===== config.mk =====
export PLATFORM = sky130hd
export DESIGN_NAME = dmem_lsu
export DESIGN_NICKNAME = d
export VERILOG_FILES = /design/src/rtl/dmem_lsu.sv
export SDC_FILE = /design/constraint.sdc
export NUM_CORES = 1
export LEC_CHECK = 0
export CAP_MARGIN = 20
export CORE_MARGIN = 2
export CORE_UTILIZATION = 38
export DETAILED_ROUTE_END_ITERATION = 7
export PLACE_DENSITY = 0.76
export SLEW_MARGIN = 30
export SYNTH_ARGS = -nofsm -noshare
export SYNTH_HDL_FRONTEND = slang
export SYNTH_SLANG_ARGS = --single-unit

===== constraint.sdc =====
create_clock -name clk -period 2.1 [get_ports clk]
set_input_delay 0.21 -clock clk [delete_from_list [all_inputs] [get_ports clk]]
set_output_delay 0.21 -clock clk [all_outputs]
set_load 0.03 [all_outputs]

===== src/rtl/dmem_lsu.sv =====
// Load/store sequencer driving the byte-masked rv32is dmem port with single-cycle read/write strobes.
// Define DMEM_LSU_MISALIGN_EN to split misaligned accesses into byte accesses; otherwise they respond with an error.
module dmem_lsu (
    input  logic        clk,
    input  logic        reset,
    input  logic        req_valid,
    output logic        req_ready,
    input  logic [31:0] req_addr,
    input  logic [31:0] req_wdata,
    input  logic [2:0]  req_memop,
    input  logic        req_we,
    output logic        resp_valid,
    output logic [31:0] resp_rdata,
    output logic        resp_err,
    output logic        busy,
    output logic [31:0] mem_addr,
    output logic [31:0] mem_datain,
    output logic [2:0]  mem_memop,
    output logic        mem_we,
    output logic        mem_rdstb,
    output logic        mem_wrstb,
    input  logic [31:0] mem_dataout
);
    localparam int unsigned AW  = 32;
    localparam int unsigned DW  = 32;
    localparam int unsigned OPW = 3;

`ifdef DMEM_LSU_MISALIGN_EN
    typedef enum logic [2:0] {
        S_IDLE = 3'd0, S_RD = 3'd1, S_CAP = 3'd2, S_SRD = 3'd3,
        S_SWR = 3'd4, S_NEXT = 3'd5, S_RESP = 3'd6
    } state_e;
`else
    typedef enum logic [2:0] {
        S_IDLE = 3'd0, S_RD = 3'd1, S_CAP = 3'd2, S_SRD = 3'd3,
        S_SWR = 3'd4, S_RESP = 3'd6
    } state_e;
`endif

    state_e         state_q;
    logic           ready_q;
    logic           busy_q;
    logic           resp_valid_q;
    logic           resp_err_q;
    logic [DW-1:0]  resp_rdata_q;
    logic [AW-1:0]  mem_addr_q;
    logic [DW-1:0]  mem_datain_q;
    logic [OPW-1:0] mem_memop_q;
    logic           mem_we_q;
    logic           mem_rdstb_q;
    logic           mem_wrstb_q;

    logic accept;
    logic req_bad;
    logic req_misal;

    assign accept    = req_valid & ready_q;
    // Illegal encodings (011, 11x) and stores with the unsigned bit set.
    assign req_bad   = (req_memop == 3'b011) | (req_memop[2:1] == 2'b11) | (req_we & req_memop[2]);
    assign req_misal = ((req_memop[1:0] == 2'b10) & (req_addr[1:0] != 2'b00)) |
                       ((req_memop[1:0] == 2'b01) & req_addr[0]);

`ifdef DMEM_LSU_MISALIGN_EN
    logic [AW-1:0] addr_q;
    logic [DW-1:0] wdata_q;
    logic [DW-1:0] acc_q;
    logic [DW-1:0] acc_d;
    logic [DW-1:0] ext_d;
    logic          we_q;
    logic          sext_q;
    logic          split_q;
    logic [1:0]    cnt_q;
    logic [1:0]    last_q;
    logic [1:0]    cnt_inc;

    assign cnt_inc = cnt_q + 2'd1;

    // Byte insertion for split loads; only lh needs sign extension after assembly.
    always_comb begin
        acc_d = acc_q;
        acc_d[{cnt_q, 3'b000} +: 8] = mem_dataout[7:0];
        ext_d = sext_q ? {{16{acc_d[15]}}, acc_d[15:0]} : acc_d;
    end
`endif

    always_ff @(posedge clk) begin
        if (reset) begin
            state_q      <= S_IDLE;
            ready_q      <= 1'b1;
            busy_q       <= 1'b0;
            resp_valid_q <= 1'b0;
            resp_err_q   <= 1'b0;
            resp_rdata_q <= '0;
            mem_addr_q   <= '0;
            mem_datain_q <= '0;
            mem_memop_q  <= '0;
            mem_we_q     <= 1'b0;
            mem_rdstb_q  <= 1'b0;
            mem_wrstb_q  <= 1'b0;
`ifdef DMEM_LSU_MISALIGN_EN
            addr_q       <= '0;
            wdata_q      <= '0;
            acc_q        <= '0;
            we_q         <= 1'b0;
            sext_q       <= 1'b0;
            split_q      <= 1'b0;
            cnt_q        <= '0;
            last_q       <= '0;
`endif
        end else begin
            // Strobes are single-cycle and the dmem bus idles at zero unless a state holds it.
            resp_valid_q <= 1'b0;
            mem_addr_q   <= '0;
            mem_datain_q <= '0;
            mem_memop_q  <= '0;
            mem_we_q     <= 1'b0;
            mem_rdstb_q  <= 1'b0;
            mem_wrstb_q  <= 1'b0;

            case (state_q)
                S_IDLE: begin
                    if (accept) begin
                        ready_q <= 1'b0;
                        busy_q  <= 1'b1;
`ifdef DMEM_LSU_MISALIGN_EN
                        addr_q  <= req_addr;
                        wdata_q <= req_wdata;
                        we_q    <= req_we;
                        sext_q  <= (req_memop == 3'b001);
                        acc_q   <= '0;
                        cnt_q   <= '0;
                        last_q  <= req_memop[1] ? 2'd3 : 2'd1;
                        split_q <= 1'b0;
`endif
                        if (req_bad) begin
                            resp_valid_q <= 1'b1;
                            resp_err_q   <= 1'b1;
                            state_q      <= S_RESP;
                        end else if (req_misal) begin
`ifdef DMEM_LSU_MISALIGN_EN
                            split_q      <= 1'b1;
                            mem_addr_q   <= req_addr;
                            mem_datain_q <= {24'h0, req_wdata[7:0]};
                            mem_memop_q  <= req_we ? 3'b000 : 3'b100;
                            mem_we_q     <= req_we;
                            mem_rdstb_q  <= 1'b1;
                            state_q      <= req_we ? S_SRD : S_RD;
`else
                            resp_valid_q <= 1'b1;
                            resp_err_q   <= 1'b1;
                            state_q      <= S_RESP;
`endif
                        end else begin
                            mem_addr_q   <= req_addr;
                            mem_datain_q <= req_wdata;
                            mem_memop_q  <= req_memop;
                            mem_we_q     <= req_we;
                            mem_rdstb_q  <= 1'b1;
                            state_q      <= req_we ? S_SRD : S_RD;
                        end
                    end
                end
                S_RD: begin
                    state_q <= S_CAP;
                end
                S_CAP: begin
`ifdef DMEM_LSU_MISALIGN_EN
                    if (split_q) begin
                        acc_q <= acc_d;
                        if (cnt_q == last_q) begin
                            resp_rdata_q <= ext_d;
                            resp_valid_q <= 1'b1;
                            state_q      <= S_RESP;
                        end else begin
                            state_q <= S_NEXT;
                        end
                    end else begin
                        resp_rdata_q <= mem_dataout;
                        resp_valid_q <= 1'b1;
                        state_q      <= S_RESP;
                    end
`else
                    resp_rdata_q <= mem_dataout;
                    resp_valid_q <= 1'b1;
                    state_q      <= S_RESP;
`endif
                end
                S_SRD: begin
                    // Write half of the read-modify-write: hold the bus and fire the write strobe.
                    mem_addr_q   <= mem_addr_q;
                    mem_datain_q <= mem_datain_q;
                    mem_memop_q  <= mem_memop_q;
                    mem_we_q     <= 1'b1;
                    mem_wrstb_q  <= 1'b1;
                    state_q      <= S_SWR;
                end
                S_SWR: begin
`ifdef DMEM_LSU_MISALIGN_EN
                    if (split_q && (cnt_q != last_q)) begin
                        state_q <= S_NEXT;
                    end else begin
                        resp_valid_q <= 1'b1;
                        state_q      <= S_RESP;
                    end
`else
                    resp_valid_q <= 1'b1;
                    state_q      <= S_RESP;
`endif
                end
`ifdef DMEM_LSU_MISALIGN_EN
                S_NEXT: begin
                    cnt_q        <= cnt_inc;
                    mem_addr_q   <= addr_q + AW'(cnt_inc);
                    mem_datain_q <= {24'h0, wdata_q[{cnt_inc, 3'b000} +: 8]};
                    mem_memop_q  <= we_q ? 3'b000 : 3'b100;
                    mem_we_q     <= we_q;
                    mem_rdstb_q  <= 1'b1;
                    state_q      <= we_q ? S_SRD : S_RD;
                end
`endif
                S_RESP: begin
                    resp_err_q   <= 1'b0;
                    resp_rdata_q <= '0;
                    ready_q      <= 1'b1;
                    busy_q       <= 1'b0;
                    state_q      <= S_IDLE;
                end
                default: begin
                    ready_q <= 1'b1;
                    busy_q  <= 1'b0;
                    state_q <= S_IDLE;
                end
            endcase
        end
    end

    assign req_ready  = ready_q;
    assign busy       = busy_q;
    assign resp_valid = resp_valid_q;
    assign resp_err   = resp_err_q;
    assign resp_rdata = resp_rdata_q;
    assign mem_addr   = mem_addr_q;
    assign mem_datain = mem_datain_q;
    assign mem_memop  = mem_memop_q;
    assign mem_we     = mem_we_q;
    assign mem_rdstb  = mem_rdstb_q;
    assign mem_wrstb  = mem_wrstb_q;
endmodule


==> run summary, run 1 <==
FF+latch count, synth: 109
Final min period: 1.84 ns
Antenna Cells: 0
Cell Int Power: 3.20 mW
Clk_skew: 0.0183 ns
IO buf count: 208
Via-to-Cell Ratio: 5.25
Register area: 2180 µm²
Average size of a mapped cell: 10.9 µm²
Post-CTS Resized: 0
Post-CTS Setup Inserts: 0
Worst-Margin Slew: 0.486 ns
Final Worst Setup Slack: 0.256 ns
Net load switching power: 1.43 mW
Synth top area share: 0.580
Skew-Pair Late Insertion Delay: 0.36 ns
RSZ-0062 raised after global routing: false
Post-route ant nets: 0
Max Slew Vio Count: 0
Initial antenna violation count: 0
H-tree Lvls: 3
Yosys top cell by area: dfxtp_1
Clock sink count: 109
Register area share after synthesis: 0.580
TritonRoute pass-1 iters: 4
Largest net degree at the start of global routing: 68
Dpl ws: -0.111 ns
Die outline height: 104 µm
Worst setup startpoint: req_addr[0]
Die width: 104 µm
Total die area: 10700 µm²
CTS Root Cell: clkbuf_8
Synth Net Count: 449
Fill count: 777
Worst Hold Launch: mem_dataout[21]
F_max: 542 MHz
Layout cells sized above 1: 0.0642
Peak VDD IR: 372 µV
1st-iter DRT viols: 161
Total power: 4.64 mW
Flop pwr share: 0.491
Synth cell types: 30
Startpoint type of the worst setup path: primary input
Sw frac: 0.309
I/O pins: 209
Final hold viol count: 0
Final wirelength: 11400 µm
Worst Path Required: 2.40 ns
Post-Synthesis Cell Area: 3760 µm²
Area Growth Syn to Fin: 64.9%
Via count: 3557
Static Leak: 2.13 nW
Worst-path fanout max: 9
Fin crit share: 0.878
Clk slew on worst S/H paths: 0.10 ns
HPWL Detailed: 8120 µm
Row count: 36
Hold crit path type: in2reg
Relative slew margins: 0.675
Max cap viols: 0
Global-route wire length before repair: 18100 µm
Crit Path Category: in2reg
CP endpoint kind: flop
Gr usage total: 0.206
Vias in the first global route: 3488
Final setup TNS: 0 ns
Hold Buf Count CTS: 0
Total CTS buffers: 9
Placer Congestion: 0.839
Starting density of the core: 0.389
Dominant cells by area after synthesis: dfxtp_1 (58%), a32o_1 (18%), nand3b_1 (6.4%), a21oi_1 (4.5%), nand2_1 (3.7%)
Power per cell area: 747 nW/µm²
Area of the multi-input gates: 1420 µm²
Wirelength per Cell: 16.7 µm
Layout Nets: 644
Comb pwr share: 0.260
Grt total ovfl: 0
Clk pwr share: 0.248
CTS tree: done
Outcome: complete, no violations
Reg-to-reg startpoint: state_q[1]
Clk buf depth: 2
Final setup vio count: 0
DR DRC count: 0
Worst Path Arrival: 2.14 ns
Gate count after technology mapping: 346
Yosys Warn Count: 0
Core box area: 9680 µm²
-- cell families (layout without fill, tap and decap cells) --
family                 Yosys count  count (layout)  synth area share
buffers and inverters           41             240            0.0455
and+or+nand+nor                 83              83             0.121
DFF                            109             109             0.580
AOI/OAI and AO/OA              113             113             0.254
-- synth_stat cells (all sizes together) --
library cell	count
a2111oi	2
a211oi	1
a21o	1
a21oi	34
a221o	1
a22o	1
a22oi	1
a311oi	1
a31o	1
a32o	67
a41oi	1
and2	1
buf	7
clkbuf	32
clkinv	1
dfxtp	109
inv	1
nand2	37
nand2b	1
nand3	2
nand3b	32
nor2	2
nor2b	2
nor3	4
o21ai	2
or3	1
or4	1
-- final timing paths --
path / slack [ns] / endpoint / depth (start not counted)
worst max-delay path: 0.26 / mem_memop[2] / 7
worst min-delay path: 0.43 / resp_rdata[21] / 3
worst max register to register: 0.29 / mem_memop[2] / 5
worst min register to register: 0.46 / resp_rdata[23] / 2
-- critical path: stages --
cell and delay [ns]:
clkdlybuf4s50_1 0.45, buf_4 0.16, a221o_1 0.42, a2111oi_4 0.35
buf_4 0.23, buf_4 0.19, a32o_1 0.14
-- cells in the final DEF, fill, tap and decap left out, drive strengths merged, types with 2 or more instances in the layout --
cell           instances
a2111oi                2
a21oi                 34
a32o                  67
buf                   15
clkbuf                 9
clkdlybuf4s50        208
clkinvlp               4
dfxtp                109
inv                    4
nand2                 37
nand3                  2
nand3b                32
nor2                   2
nor2b                  2
nor3                   4
o21ai                  2
-- metrics by stage --
stage | std cells | cell area (µm²) | util | hold slack (ns)
6_report | 678 | 6200 | 0.641 | 0.426
2_1_floorplan | 346 | 3760 | - | 0.336
5_1_grt | 678 | 6200 | 0.641 | 0.419
3_3_place_gp | 663 | 6030 | 0.623 | 0.437
3_5_place_dp | 663 | 6030 | 0.623 | 0.445
4_1_cts | 678 | 6200 | 0.641 | 0.411
-- cell type report --
type | instances | area share
inverters | 2 | 0.00121
repair buffers | 223 | 0.364
well taps | 133 | 0.0268
flip-flops and latches | 109 | 0.352
multi-input cells | 196 | 0.229
clock inverters | 6 | 0.00766
clock buffers | 9 | 0.0200
-- power by group through the flow --
stage                     clock, mW  sequential, mW  combinational (mW)
final                          1.15            2.28                1.21
after floorplan                   0            2.55               0.403
after detailed placement          0            2.33                1.21
after CTS                      1.20            2.28                1.21
after global routing           1.28            2.30                1.29
after global placement            0            2.32                1.19
-- metal layers --
layer,track usage,share of wire,up-vias
li1,-,-,1702
met3,0.0982,0.10,6
met2,0.342,0.48,150
met5,0,0,-
met4,0.0425,0.0080,0
met1,0.243,0.42,1699
-- sequential cells by signal, summed over array words and instances (netlist names) --
name / count
busy: 1
mem_addr: 32
mem_datain: 32
mem_memop: 3
mem_rdstb: 1
mem_we: 1
mem_wrstb: 1
req_ready: 1
resp_err: 1
resp_rdata: 32
resp_valid: 1
state_q: 3
(Power assumes the default switching activity.)
==> inputs of run 2 (changes only) <==
==> constraint.sdc (replaced) <==
create_clock -name clk -period 1.8 [get_ports clk]
set_input_delay 0.36 -clock clk [delete_from_list [all_inputs] [get_ports clk]]
set_output_delay 0.36 -clock clk [all_outputs]
set_load 0.03 [all_outputs]
==> run summary, run 2 (synthesis gave the netlist of run 1 again) <==
Post-route ant nets: 0
HPWL Detailed: 8630 µm
Grt total ovfl: 0
Peak VDD IR: 641 µV
Commonest non-fill, non-tap cell in the layout: clkdlybuf4s50_1
CTS Root Cell: clkbuf_8
Wl on met1: 4670 µm
Gr usage total: 0.215
Final setup vio count: 0
IO buf count: 208
Largest net degree at the start of global routing: 41
I/O pins: 209
TritonRoute pass-1 iters: 4
F_max: 566 MHz
Dpl ws: -0.567 ns
Clk buf depth: 2
Final Worst Setup Slack: 0.0317 ns
Clk slew on worst S/H paths: 0.11 ns
Comb pwr share: 0.261
Row count: 36
Layout Nets: 660
Slowest CP cell: clkdlybuf4s50_1
Vias in the first global route: 3760
Worst Path Required: 1.44 ns
Via count: 3682
Crit-path max cell delay: 0.68 ns
Outcome: complete, no violations
Die outline height: 104 µm
Clk_skew: 0.0111 ns
Flop pwr share: 0.472
Die width: 104 µm
Max cap viols: 0
Global-route wire length before repair: 19000 µm
Final hold viol count: 0
Layout cells sized above 1: 0.103
Hold Buf Count CTS: 0
Worst-path fanout max: 2
Hold crit path type: in2reg
Total die area: 10700 µm²
Area Growth Syn to Fin: 73.0%
Total power: 5.61 mW
Net load switching power: 1.68 mW
Final min period: 1.77 ns
Static Leak: 2.82 nW
Routed wl met2: 6030 µm
CTS tree: done
1st-iter DRT viols: 163
Final wirelength: 12000 µm
CP endpoint kind: output port
Buf/Inv on CP: 1
CP cell instances: clkdlybuf4s50_1
Sw frac: 0.300
Skew-Pair Late Insertion Delay: 0.36 ns
Worst-Margin Slew: 0.771 ns
Top Metal Used: met4
Clock sink count: 109
Worst Path Arrival: 1.41 ns
DR DRC count: 0
Routed met3 length: 1130 µm
H-tree Lvls: 3
Clk pwr share: 0.267
Initial antenna violation count: 2
Fin crit share: 0.982
Cell family with most CP delay: buffers and inverters
Core box area: 9680 µm²
Power per cell area: 862 nW/µm²
Via-to-Cell Ratio: 5.28
Crit Path Category: reg2out
RSZ-0062 raised after global routing: false
Final Cell Area: 6510 µm²
Startpoint type of the worst setup path: flop
Total CTS buffers: 9
Final setup TNS: 0 ns
Starting density of the core: 0.389
Cell Area, Placed: 6130 µm²
Wirelength per Cell: 17.2 µm
Placer Congestion: 0.787
Commonest cells after routing, fill and taps aside: clkdlybuf4s50_1 (170), dfxtp_1 (107), a32o_1 (67), nand2_1 (37), a21oi_1 (34)
Max Slew Vio Count: 0
Relative slew margins: 0.485
Cell Int Power: 3.93 mW
-- run 2: cell types whose count changed in the layout (fill, tap and decap cells not counted), moves of 2 or more --
cell and delta:
clkdlybuf4s50_1 -38, dlymetal6s2s_1 +30, buf_4 +10, dlygate4sd2_1 +5, clkinvlp_4 -4, buf_12 +2
buf_16 +2, buf_2 +2, buf_8 +2, clkinv_4 +2, dfxtp_1 -2, dfxtp_2 +2
diode_2 +2
-- run 2: metal layers --
| metal | track usage | vias to the layer above |
|---|---|---|
| li1 | - | 1740 |
| met1 | 0.244 | 1771 |
| met2 | 0.380 | 155 |
| met3 | 0.0850 | 16 |
| met4 | 0.0521 | 0 |
| met5 | 0 | - |
-- run 2: area by class of cell --
class / count / area (µm²)
clock inverter: 7 / 78.8
timing repair buffer: 239 / 2520
inverter: 2 / 7.51
antenna: 2 / 5.00
tap: 133 / 166
fill: 762 / 3170
multi-input combinational: 196 / 1430
clock buffer: 9 / 124
sequential: 109 / 2180
-- run 2: final timing paths --
path / start / endpoint / slack (ns) / cells past startpoint
worst min register to register: resp_rdata[14] / resp_rdata[14] / 0.45 / 2
worst max register to register: state_q[1] / mem_addr[9] / 0.05 / 6
worst max-delay path: mem_datain[13] / mem_datain[13] / 0.03 / 1
worst min-delay path: req_addr[0] / mem_addr[0] / 0.33 / 3
-- run 2: timing repair --
item | 4_1_cts | 5_1_grt
gates resized for setup | 23 | 33
cloned | 3 | 0
endpoints found under the setup margin | 72 | 50
pin swaps | 5 | 3
setup buffers | 4 | 1
-- run 2: metrics by stage --
stage               hold WS (ns)  std cells  utilization
floorplan                  0.486        346            -
global placement           0.437        674        0.633
detailed placement         0.445        674        0.633
CTS                        0.316        696        0.667
global route               0.331        697        0.672
finish                     0.331        697        0.672
-- run 2: power by group through the flow --
stage	combinational [mW]	clock (mW)	sequential, mW
after global placement	1.43	0	2.70
after CTS	1.48	1.54	2.65
final	1.47	1.50	2.65
after floorplan	0.471	0	2.98
after detailed placement	1.45	0	2.70
after global routing	1.56	1.62	2.67
==> inputs of run 3 (changes only) <==
--- a/config.mk
+++ b/config.mk
@@ -8,2 +8,3 @@
 export CAP_MARGIN = 20
+export CORE_ASPECT_RATIO = 0.5
 export CORE_MARGIN = 2
--- a/constraint.sdc
+++ b/constraint.sdc
@@ -3,2 +3,2 @@
 set_output_delay 0.36 -clock clk [all_outputs]
-set_load 0.03 [all_outputs]
+set_load 0.02 [all_outputs]
==> run summary, run 3 (synthesis gave the netlist of run 1 again) <==
Outcome: complete, no violations
Global route hottest layer: met2
Flop pwr share: 0.440
Global-route wire length before repair: 17000 µm
Clk pwr share: 0.332
Gr usage total: 0.202
Area Growth Syn to Fin: 73.9%
Worst R2R End: mem_datain[22]
Area of the multi-input gates: 1430 µm²
Antenna Cells: 0
Post-route ant nets: 0
Worst Path Required: 2.08 ns
H-tree Lvls: 3
Total die area: 10800 µm²
CTS tree: done
Comb pwr share: 0.229
1st-iter DRT viols: 240
Row count: 25
HPWL Detailed: 7780 µm
Commonest cells after routing, fill and taps aside: clkdlybuf4s50_1 (202), dfxtp_1 (108), a32o_1 (67), nand2_1 (37), a21oi_1 (34)
Max cap viols: 0
F_max: 577 MHz
Layout cells sized above 1: 0.0998
Clk buf depth: 2
Peak VDD IR: 510 µV
Fin crit share: 0.962
Total CTS buffers: 9
Wirelength per Cell: 16.5 µm
Worst-Margin Slew: 0.544 ns
Hold depth: 2
Register area: 2180 µm²
R2R depth: 6
Reg-to-reg startpoint: state_q[1]
Max Slew Vio Count: 0
Die width: 145 µm
Clk_skew: 0.00434 ns
Worst hold endpoint: mem_addr[1]
Final min period: 1.73 ns
Commonest non-fill, non-tap cell in the layout: clkdlybuf4s50_1
TritonRoute pass-1 iters: 4
Sw frac: 0.259
Net load switching power: 1.56 mW
Skew-Pair Late Insertion Delay: 0.33 ns
Worst Path Arrival: 2.01 ns
Cell Int Power: 4.46 mW
DR DRC count: 0
Static Leak: 2.33 nW
Layout Nets: 661
IO buf count: 208
Grt met3 use: 0.0592
Final setup vio count: 0
Via-to-Cell Ratio: 5.10
Relative slew margins: 0.635
Clock sink count: 109
Die outline height: 74.4 µm
Starting density of the core: 0.394
Fill count: 760
Worst-path fanout max: 8
Largest net degree at the start of global routing: 68
Via count: 3551
Core box area: 9540 µm²
Startpoint type of the worst setup path: flop
Final wirelength: 11500 µm
Worst setup startpoint: state_q[1]
I/O pins: 209
Initial antenna violation count: 0
Worst Hold Launch: req_addr[1]
Power per cell area: 919 nW/µm²
Placer Congestion: 0.786
Met2 Use GR: 0.338
Dpl cells: 676
Crit Path Category: reg2reg
Grt total ovfl: 0
Fin Hold WS: 0.266 ns
Hold crit path type: in2reg
CTS Root Cell: clkbuf_16
Worst reg2reg setup slack: 0.07 ns
Final hold viol count: 0
Vias in the first global route: 3296
Met1 track demand over resource: 0.258
Clk slew on worst S/H paths: 0.07 ns
CP endpoint kind: flop
Final Non-Filler Cells: 696
-- run 3: cell count changes in the layout (fill, tap and decap cells not counted), moves of 2 or more --
cell             before  now
clkinv_4              2    0
clkbuf_8              9    3
inv_6                 3    0
dlygate4sd2_1         5    1
clkbuf_16             0    9
dlymetal6s2s_1       30    1
clkdlybuf4s50_1     170  202
diode_2               2    0
-- run 3: final cells by class --
cell class,instances,area share
clock inverters,1,0.00459
inverters,2,0.00115
multi-input cells,196,0.218
clock buffers,13,0.0413
flip-flops and latches,109,0.334
well taps,135,0.0258
repair buffers,240,0.375
-- run 3: repair_timing --
item | 4_1_cts | 5_1_grt
setup buffers | 4 | 1
gates cloned | 3 | 0
hold endpoints to repair | 0 | 0
hold buffers | 0 | 0
resized for setup | 25 | 2
pin swaps | 5 | 4
setup endpoints to repair | 69 | 12
-- run 3: how the worst max path moves through the flow --
stage / slack (ns) / depth (start not counted) / endpoint
finish: 0.07 / 6 / mem_datain[22]
global route: -0.0009 / 6 / mem_datain[27]
CTS: 0.006 / 8 / mem_datain[30]
detailed placement: -0.51 / 6 / mem_datain[22]
global placement: -0.45 / 6 / mem_datain[16]
floorplan: -0.09 / 6 / mem_datain[19]
-- run 3: critical path, cell delays in order, from the launching register on --
cell	delay (ns)
dfxtp_2	0.32
or3_4	0.41
a2111oi_4	0.37
buf_4	0.19
buf_12	0.14
buf_12	0.12
a32o_1	0.13
-- run 3: through the flow --
step / utilization / worst slack [ns] / power [mW] / instance area, µm² / TNS [ns]
final: 0.686 / 0.0682 / 6.01 / 6550 / 0
after global routing: 0.686 / -0.000863 / 6.28 / 6550 / -0.000863
after CTS: 0.690 / 0.00616 / 6.09 / 6580 / 0
after detailed placement: 0.643 / -0.508 / 4.04 / 6130 / -33.99
after global placement: 0.643 / -0.452 / 4.02 / 6130 / -31.26
after floorplan: - / -0.0896 / 3.34 / 3760 / -1.21
-- run 3: power groups by stage --
stage | sequential, mW | combinational [mW] | clock, mW
floorplan | 2.87 | 0.471 | 0
global placement | 2.69 | 1.33 | 0
detailed placement | 2.70 | 1.34 | 0
CTS | 2.64 | 1.39 | 2.06
global route | 2.66 | 1.47 | 2.15
finish | 2.64 | 1.38 | 2.00
-- run 3: per-layer routing --
metal,vias to the layer above,wire [µm]
li1,1733,-
met1,1708,5080
met2,100,5600
met3,10,662
met4,0,111
met5,-,0
